`src/rtl/pong_match_ctrl.sv`:
```
// pong_match_ctrl
// Match-level controller for the pong game: key conditioning, serve delay,
// score keeping, pause handling and win detection for PLAYERS_N players.
// Every output is driven straight from a flop.

module pong_match_ctrl #(
    parameter int KEYS_W       = 4,
    parameter int PLAYERS_N    = 2,
    parameter int SCORE_W      = 4,
    parameter int WIN_SCORE    = 7,
    parameter int SERVE_FRAMES = 60,
    parameter int START_KEY    = 0,
    parameter int PAUSE_KEY    = 1,
    localparam int PW          = $clog2(PLAYERS_N),
    localparam int CNT_W       = $clog2(SERVE_FRAMES + 1)
) (
    input  logic                           clk_i,
    input  logic                           rst_i,
    input  logic [KEYS_W-1:0]              keys_i,
    input  logic                           new_frame_i,
    input  logic [PLAYERS_N-1:0]           point_i,
    output logic                           run_o,
    output logic                           ball_reset_o,
    output logic [PW-1:0]                  serve_player_o,
    output logic [PLAYERS_N*SCORE_W-1:0]   score_o,
    output logic [2:0]                     state_o,
    output logic [PW-1:0]                  winner_o
);

    typedef enum logic [2:0] {
        ST_IDLE  = 3'd0,
        ST_SERVE = 3'd1,
        ST_PLAY  = 3'd2,
        ST_PAUSE = 3'd3,
        ST_OVER  = 3'd4
    } state_t;

    // Bit positions inside the conditioned key vectors.
    localparam int K_START = 0;
    localparam int K_PAUSE = 1;

    // Index of the lowest set bit; 0 when no bit is set.
    function automatic logic [PW-1:0] lowest_set(input logic [PLAYERS_N-1:0] vec);
        logic [PW-1:0] idx;
        idx = '0;
        for (int i = PLAYERS_N - 1; i >= 0; i--) begin
            if (vec[i]) begin
                idx = PW'(i);
            end
        end
        return idx;
    endfunction

    state_t                         state_q, state_d;
    logic [CNT_W-1:0]               cnt_q, cnt_d;
    logic [PLAYERS_N*SCORE_W-1:0]   score_q, score_d;
    logic [PW-1:0]                  serve_q, serve_d;
    logic [PW-1:0]                  winner_q, winner_d;
    logic                           run_q, run_d;
    logic                           ball_reset_q, ball_reset_d;

    logic [1:0]                     key_meta_q, key_meta_d;
    logic [1:0]                     key_sync_q, key_sync_d;
    logic [1:0]                     key_prev_q, key_prev_d;

    logic [1:0]                     key_raw_s;
    logic [1:0]                     key_edge_s;
    logic [PW-1:0]                  scorer_s;
    logic [SCORE_W-1:0]             cur_score_s;
    logic [SCORE_W-1:0]             new_score_s;
    logic [CNT_W-1:0]               cnt_inc_s;
    logic                           unused_keys_s;

    // Only the start and pause keys matter; the rest are folded into a sink.
    assign key_raw_s     = {keys_i[PAUSE_KEY], keys_i[START_KEY]};
    assign unused_keys_s = ^keys_i;

    assign key_edge_s  = key_sync_q & ~key_prev_q;
    assign scorer_s    = lowest_set(point_i);
    assign cur_score_s = score_q[scorer_s*SCORE_W +: SCORE_W];
    assign new_score_s = cur_score_s + SCORE_W'(1);
    assign cnt_inc_s   = cnt_q + CNT_W'(1);

    // Next-state logic for the key pipeline, match FSM, counters and outputs.
    always_comb begin
        key_meta_d   = key_raw_s;
        key_sync_d   = key_meta_q;
        key_prev_d   = key_sync_q;
        state_d      = state_q;
        cnt_d        = cnt_q;
        score_d      = score_q;
        serve_d      = serve_q;
        winner_d     = winner_q;

        case (state_q)
            ST_IDLE: begin
                if (key_edge_s[K_START]) begin
                    state_d = ST_SERVE;
                    score_d = '0;
                    serve_d = '0;
                    cnt_d   = '0;
                end else begin
                    state_d = ST_IDLE;
                end
            end
            ST_SERVE: begin
                if (new_frame_i) begin
                    if (cnt_inc_s == CNT_W'(SERVE_FRAMES)) begin
                        state_d = ST_PLAY;
                        cnt_d   = '0;
                    end else begin
                        cnt_d   = cnt_inc_s;
                    end
                end else begin
                    cnt_d = cnt_q;
                end
            end
            ST_PLAY: begin
                // A point outranks a pause request arriving in the same cycle.
                if (|point_i) begin
                    score_d[scorer_s*SCORE_W +: SCORE_W] = new_score_s;
                    serve_d = scorer_s;
                    cnt_d   = '0;
                    if (new_score_s == SCORE_W'(WIN_SCORE)) begin
                        state_d  = ST_OVER;
                        winner_d = scorer_s;
                    end else begin
                        state_d  = ST_SERVE;
                    end
                end else if (key_edge_s[K_PAUSE]) begin
                    state_d = ST_PAUSE;
                end else begin
                    state_d = ST_PLAY;
                end
            end
            ST_PAUSE: begin
                if (key_edge_s[K_PAUSE]) begin
                    state_d = ST_PLAY;
                end else begin
                    state_d = ST_PAUSE;
                end
            end
            ST_OVER: begin
                if (key_edge_s[K_START]) begin
                    state_d = ST_SERVE;
                    score_d = '0;
                    serve_d = '0;
                    cnt_d   = '0;
                end else begin
                    state_d = ST_OVER;
                end
            end
            default: begin
                // Illegal encoding: fall back to a clean idle match.
                state_d  = ST_IDLE;
                cnt_d    = '0;
                score_d  = '0;
                serve_d  = '0;
                winner_d = '0;
            end
        endcase

        // Ball runs from the cycle after PLAY entry and stops on the exit edge.
        run_d        = (state_q == ST_PLAY) && (state_d == ST_PLAY);
        // One-cycle pulse coinciding with every entry into SERVE.
        ball_reset_d = (state_d == ST_SERVE) && (state_q != ST_SERVE);
    end

    // State, counter, score and output registers with asynchronous reset.
    always_ff @(posedge clk_i or negedge rst_i) begin
        if (!rst_i) begin
            state_q      <= ST_IDLE;
            cnt_q        <= '0;
            score_q      <= '0;
            serve_q      <= '0;
            winner_q     <= '0;
            run_q        <= 1'b0;
            ball_reset_q <= 1'b0;
            key_meta_q   <= 2'b00;
            key_sync_q   <= 2'b00;
            key_prev_q   <= 2'b00;
        end else begin
            state_q      <= state_d;
            cnt_q        <= cnt_d;
            score_q      <= score_d;
            serve_q      <= serve_d;
            winner_q     <= winner_d;
            run_q        <= run_d;
            ball_reset_q <= ball_reset_d;
            key_meta_q   <= key_meta_d;
            key_sync_q   <= key_sync_d;
            key_prev_q   <= key_prev_d;
        end
    end

    assign run_o          = run_q;
    assign ball_reset_o   = ball_reset_q;
    assign serve_player_o = serve_q;
    assign score_o        = score_q;
    assign state_o        = state_q;
    assign winner_o       = winner_q;

endmodule
```
`config.mk`:
```
export PLATFORM = sky130hd
export DESIGN_NAME = pong_match_ctrl
export DESIGN_NICKNAME = d
export VERILOG_FILES = /design/src/rtl/pong_match_ctrl.sv
export SDC_FILE = /design/constraint.sdc
export NUM_CORES = 1
export LEC_CHECK = 0
export CORE_UTILIZATION = 30
export DETAILED_ROUTE_END_ITERATION = 16
export PLACE_DENSITY = 0.55
export SLEW_MARGIN = 20
export SYNTH_ARGS = -nofsm -noshare
export SYNTH_HDL_FRONTEND = slang
export SYNTH_SLANG_ARGS = --single-unit
```
`constraint.sdc`:
```
create_clock -name clk_i -period 4 [get_ports clk_i]
set_clock_uncertainty 0.05 [all_clocks]
set_input_delay 0.4 -clock clk_i [delete_from_list [all_inputs] [get_ports clk_i]]
set_output_delay 0.4 -clock clk_i [all_outputs]
set_load 0.01 [all_outputs]
```
# [Yosys cells after proc, flatten, opt, wreduce, memory -nomap -nowiden]
# Cells that the tools add are included.
[totals] mem_count=0 mem_bits_ro=0 output_inout_bits=15 ff_bits=27 latchBits=0 input_bits=9 ram_bits=0 elab_cells=70
[classes] multipliers=0 bitwise_logic=5 n_addsub=3 shift=3 n_reduce_logical=10 div=0 mux=26 n_eq_ne=13 magnitude_cmp=0
[op_table] op="3-bit negation with 34-bit output" n=1
[op_table] op="4-bit by 34-bit variable shift with 8-bit output, first input constant" n=1
[op_table] op="4-bit by 34-bit indexed part select with 8-bit output" n=1
[op_table] op="6-bit two-way mux" n=4
[op_table] op="6-bit case mux with 4 select lines" n=1
[op_table] op="8-bit case mux with 3 select lines" n=1
[op_table] op="8-bit two-way mux" n=2
[op_table] op="3-bit two-way mux" n=5
[op_table] op="3-bit case mux with 5 select lines" n=1
[op_table] op="3-bit by 2-bit equality test with 1-bit output, second input constant" n=3
[op_table] op="1-bit two-way mux" n=9
[op_table] op="8-bit bitwise mux" n=1
[op_table] op="8-bit by 4-bit indexed part select with 4-bit output" n=1
[op_table] op="6-bit by 1-bit adder with 6-bit output, second input constant" n=1
[op_table] op="3-bit by 1-bit equality test with 1-bit output, second input constant" n=2
[op_table] op="6-bit equality test, second input constant" n=1
[op_table] op="2-bit != test, second input constant" n=3
[op_table] op="3-bit AND reduction" n=2
[op_table] op="2-bit OR reduction" n=3
[op_table] op="4-bit by 1-bit adder with 4-bit output, second input constant" n=1
[op_table] op="4-bit by 3-bit equality test with 1-bit output, second input constant" n=1
[op_table] op="4-bit AND reduction" n=1
[op_table] op="4-bit OR reduction" n=1
[op_table] op="3-bit equality test, second input constant" n=1
[op_table] op="other kinds (9)" n=12

# [Longest topological paths before layout]
[depth] depth_word=10 ltp_mapped=11

# [Worst setup path after synthesis]
# No wires, ideal clock.
[synth_timing] path_type="input to register" startpoint="in point_i[0]" endpoint="reg run_q (netlist: run_o)" path_slack_ns=1.772 cell_stages=10 required_ns=3.882 t_arrival_ns=2.110 cell_sequence="nand2b_4 -> mux2i_4 -> inv_2 -> ha_1 -> clkbuf_1 -> xnor2_1 -> o22ai_1 -> a21oi_1 -> nor3_2 -> and4_1"
[synth_between] elab_chain_len=9
[synth_rtl] element="start, declared" line="21" rtl="input logic [PLAYERS_N-1:0] point_i,"
[synth_rtl] element="1-bit two-way mux" line="47" rtl="if (vec[i]) begin"
[synth_rtl] element="8-bit by 4-bit indexed part select with 4-bit output" line="80" rtl="assign cur_score_s = score_q[scorer_s*SCORE_W +: SCORE_W];"
[synth_rtl] element="4-bit by 1-bit adder with 4-bit output" line="81" rtl="assign new_score_s = cur_score_s + SCORE_W'(1);"
[synth_rtl] element="4-bit by 3-bit equality test with 1-bit output" line="124" rtl="if (new_score_s == SCORE_W'(WIN_SCORE)) begin"
[synth_rtl] element="3-bit two-way mux" line="124"
[synth_rtl] element="3-bit two-way mux (*)" line="120" rtl="if (|point_i) begin"
[synth_rtl] element="3-bit case mux with 5 select lines (*)" line="95" rtl="case (state_q)"
[synth_rtl] element="3-bit by 2-bit equality test with 1-bit output (*)" line="164" rtl="run_d = (state_q == ST_PLAY) && (state_d == ST_PLAY);"
[synth_rtl] element="1-bit logical AND (*)" line="164"
[synth_rtl] element="named net run_d" line="59" rtl="logic run_q, run_d;"
[synth_rtl] element="end signal, assigned" line="188" rtl="run_q <= run_d;"
[synth_rtl] element="end, declared" line="59"
# Mark *: on every way through the listed nets, which the timed path passes. The rest lies on a longest branch.
# A chain may end at the register's enable or synchronous reset.

# [Worst setup path after layout]
# Ends and elaborated chain as after synthesis.

==> run summary <==
Clock buffer count from CTS: 3
Critical path, cell by cell: clkdlybuf4s50_1 > nand2b_4 > mux2i_4 > inv_2 > ha_1 > xnor2_1 > o22ai_1 > a21oi_1 > nor3_2 > and4_1
Instance area after placement: 1750 um^2
Routed Antenna Nets: 0
GPL Wtd Cong: 0.962
Global-route total usage across every layer: 0.140
Total vias in the final route: 1180
Biggest area consumer among synthesized cells: sky130_fd_sc_hd__dfrtp_1
Detailed router's first-iteration violation count: 57
Path type of the worst setup path: input port to flop
Required time at the endpoint of the critical path: 4160 ps
Number of DRC violations after detailed routing: 0
Part of the power in registers: 0.548
Total buffers and inverters traversed by the critical path: 2
Power per unit of standard cell area: 342 nW/um^2
Post-synthesis cell count: 148
Unrepaired setup endpoints after global routing: false
Cts repair resizes: 0
CP Launch Type: input port
Fraction of post-synthesis cell area in the top cell type by area: 0.459
Clock insertion delay at the later pin of the skew report: 270 ps
Status: completed
Delay of the slowest cell on the worst path: 590 ps
Reported net switching power: 0.179 mW
Finished Cell Area: 1790 um^2
Synth Register Bits: 27
Share of the clock period used by the worst path: 0.711
Overall Power: 0.612 mW
Delay-heaviest family, CP: simple AND/OR/NAND/NOR gates
Num Clock Sinks: 27
Flip-flop cell with the highest count after synthesis: sky130_fd_sc_hd__dfrtp_1
Number of antenna violations at the first check in global routing: 0
Arr. time, crit path: 3010 ps
CTS Root Cell: sky130_fd_sc_hd__clkbuf_8
Count of hold-fix buffers inserted at cts: 0
Final hold vios: 0
Netlist area before placement: 1470 um^2
Number of levels the H-tree was split into: 1
Worst hold margin: 305 ps
Maximum buffer depth of the clock tree: 2
Vertical extent of the die: 72.1 um
Total nets after synthesis: 160
Final-stage net count: 182
Hold Crit Class: flop to flop
Number of search-and-repair iterations in the first detailed-routing pass: 4
Highest-count cells in the layout ignoring fill and taps: 27 x sky130_fd_sc_hd__dfrtp_1, 21 x sky130_fd_sc_hd__clkdlybuf4s50_1, 18 x sky130_fd_sc_hd__o21ai_0
Critical path fanouts, max: 11
Count of final max-slew check failures: 0
Total negative slack: 0 ps
Final routed wirelength across all metal layers: 3.27 mm
Mean Syn Cell Area: 9.95 um^2
Proportion of power drawn by combinational gates: 0.194
Leakage: 0.717 nW
Critical path endpoint category: flop
Worst rel slew slack: 0.572
Fraction of power consumed by the clock network: 0.258
Number of enable flip-flop cells after synthesis: 0
I/O pin count: 24
Maximum clock frequency: 352 MHz
Relative area change from synthesis to final layout: 21.6%
Share of the core filled with cells: 0.379
Maximum Capacitance Violations: 0
Row count: 25
Final number of setup-violating endpoints: 0
Post-detailed-route wirelength per cell: 13.9 um
# diodes: 0
Die area: 5190 um^2
Most area-consuming cells after synthesis: sky130_fd_sc_hd__dfrtp_1 46%, sky130_fd_sc_hd__o21ai_0 6.1%, sky130_fd_sc_hd__nand2_1 4.3%, sky130_fd_sc_hd__a21oi_1 3.4%, sky130_fd_sc_hd__nand2b_1 3.0%
TritonCTS clock tree: yes
Via count of the first global-routing pass: 1163
Placeable core region: 4720 um^2
Standard cell with the maximum stage delay on the critical path: sky130_fd_sc_hd__clkdlybuf4s50_1
Starting utilization of the core area: 0.312
Switching share of power: 0.293
Worst-margin pin slew: 637 ps
Clock-pin slew on the worst setup and hold paths: 90 ps
Internal: 0.432 mW
Input/output buffers: 21
Number of unique standard cell types used by synthesis: 45
Die X-Extent: 72.1 um
Largest net degree at the start of global routing: 28
Post-CTS setup repair buffer count: 0
Sequential share of the synthesized area: 0.459
DP HPWL: 2.37 mm
Share of synthesized flip-flops with an asynchronous set or reset: 1.00
Routed vias/inst: 5.00
Final critical delay including setup and external delays: 2840 ps
Most common cell after layout, fill and taps aside: sky130_fd_sc_hd__dfrtp_1
Peak supply drop: 0.000203 V
Wire length of the first global-routing pass: 5.62 mm
Proportion of layout cells with a drive suffix above 1: 0.0947
Warning count from the yosys run: 0
Grt ovf: 0
[logic make-up (layout without fill, tap and decap cells)]
group / Yosys count / in the layout / synth area share
compound gates: 50 / 50 / 0.212
xor+xnor: 4 / 4 / 0.0238
flops: 27 / 27 / 0.459
fa+ha+maj: 3 / 3 / 0.0255
simple gates: 51 / 51 / 0.211
buf+inv: 9 / 30 / 0.0297
mux: 4 / 4 / 0.0391
[through the flow]
stage	setup WS, ps	std cells
2_1_floorplan	1770	148
3_3_place_gp	907	232
3_5_place_dp	870	232
4_1_cts	1150	236
5_1_grt	945	236
6_report	1160	236
[synthesized netlist by cell type (3+ instances only)]
library cell / count
sky130_fd_sc_hd__dfrtp_1: 27
sky130_fd_sc_hd__o21ai_0: 18
sky130_fd_sc_hd__nand2_1: 17
sky130_fd_sc_hd__a21oi_1: 10
sky130_fd_sc_hd__nand2b_1: 7
sky130_fd_sc_hd__nor2_1: 6
sky130_fd_sc_hd__nand3_1: 4
sky130_fd_sc_hd__o31ai_1: 4
sky130_fd_sc_hd__ha_1: 3
sky130_fd_sc_hd__inv_1: 3
sky130_fd_sc_hd__xnor2_1: 3
[final timing paths]
path	from	endpoint	slack (ps)	cells after the start
max	point_i[0]	run_o$_DFF_PN0_	1160	10
min	key_meta_q[0]$_DFF_PN0_	key_prev_d[0]$_DFF_PN0_	300	0
max reg2reg	score_o[4]$_DFFE_PN0P_	run_o$_DFF_PN0_	1790	8
min reg2reg	key_meta_q[0]$_DFF_PN0_	key_prev_d[0]$_DFF_PN0_	300	0
max in group asynchronous	rst_i	state_o[0]$_DFF_PN0_	3210	2
min in group asynchronous	rst_i	score_o[7]$_DFFE_PN0P_	440	2
[state kept, by name (all words and copies together), names as in the netlist]
register        cells
score_o             8
ball_reset_o        1
cnt_q               6
run_o               1
key_prev_d          2
winner_o            1
key_prev_q          2
state_o             3
key_meta_q          2
serve_player_o      1
[power groups by stage]
stage	Clock (mW)	Combinational [mW]	Sequential, mW
after floorplan	0	0.0778	0.334
after global placement	0	0.116	0.338
after detailed placement	0	0.120	0.340
after CTS	0.165	0.120	0.335
after global routing	0.173	0.138	0.341
final	0.158	0.119	0.335
[cell type report]
class / instances / area [um^2]
Fill cell: 460 / 2930
Multi-Input combinational cell: 112 / 753
Sequential cell: 27 / 676
Timing Repair Buffer: 22 / 218
Tap cell: 67 / 83.8
Clock buffer: 4 / 45.0
Inverter: 4 / 15.0
[per-layer routing]
metal | part of all wire | wire, um | GRT usage
met1 | 0.49 | 1600 | 0.194
met2 | 0.47 | 1550 | 0.221
met3 | 0.032 | 106 | 0.0333
met4 | 0.0058 | 19 | 0.0349
met5 | 0 | 0 | 0
(Power assumes the default switching activity.)
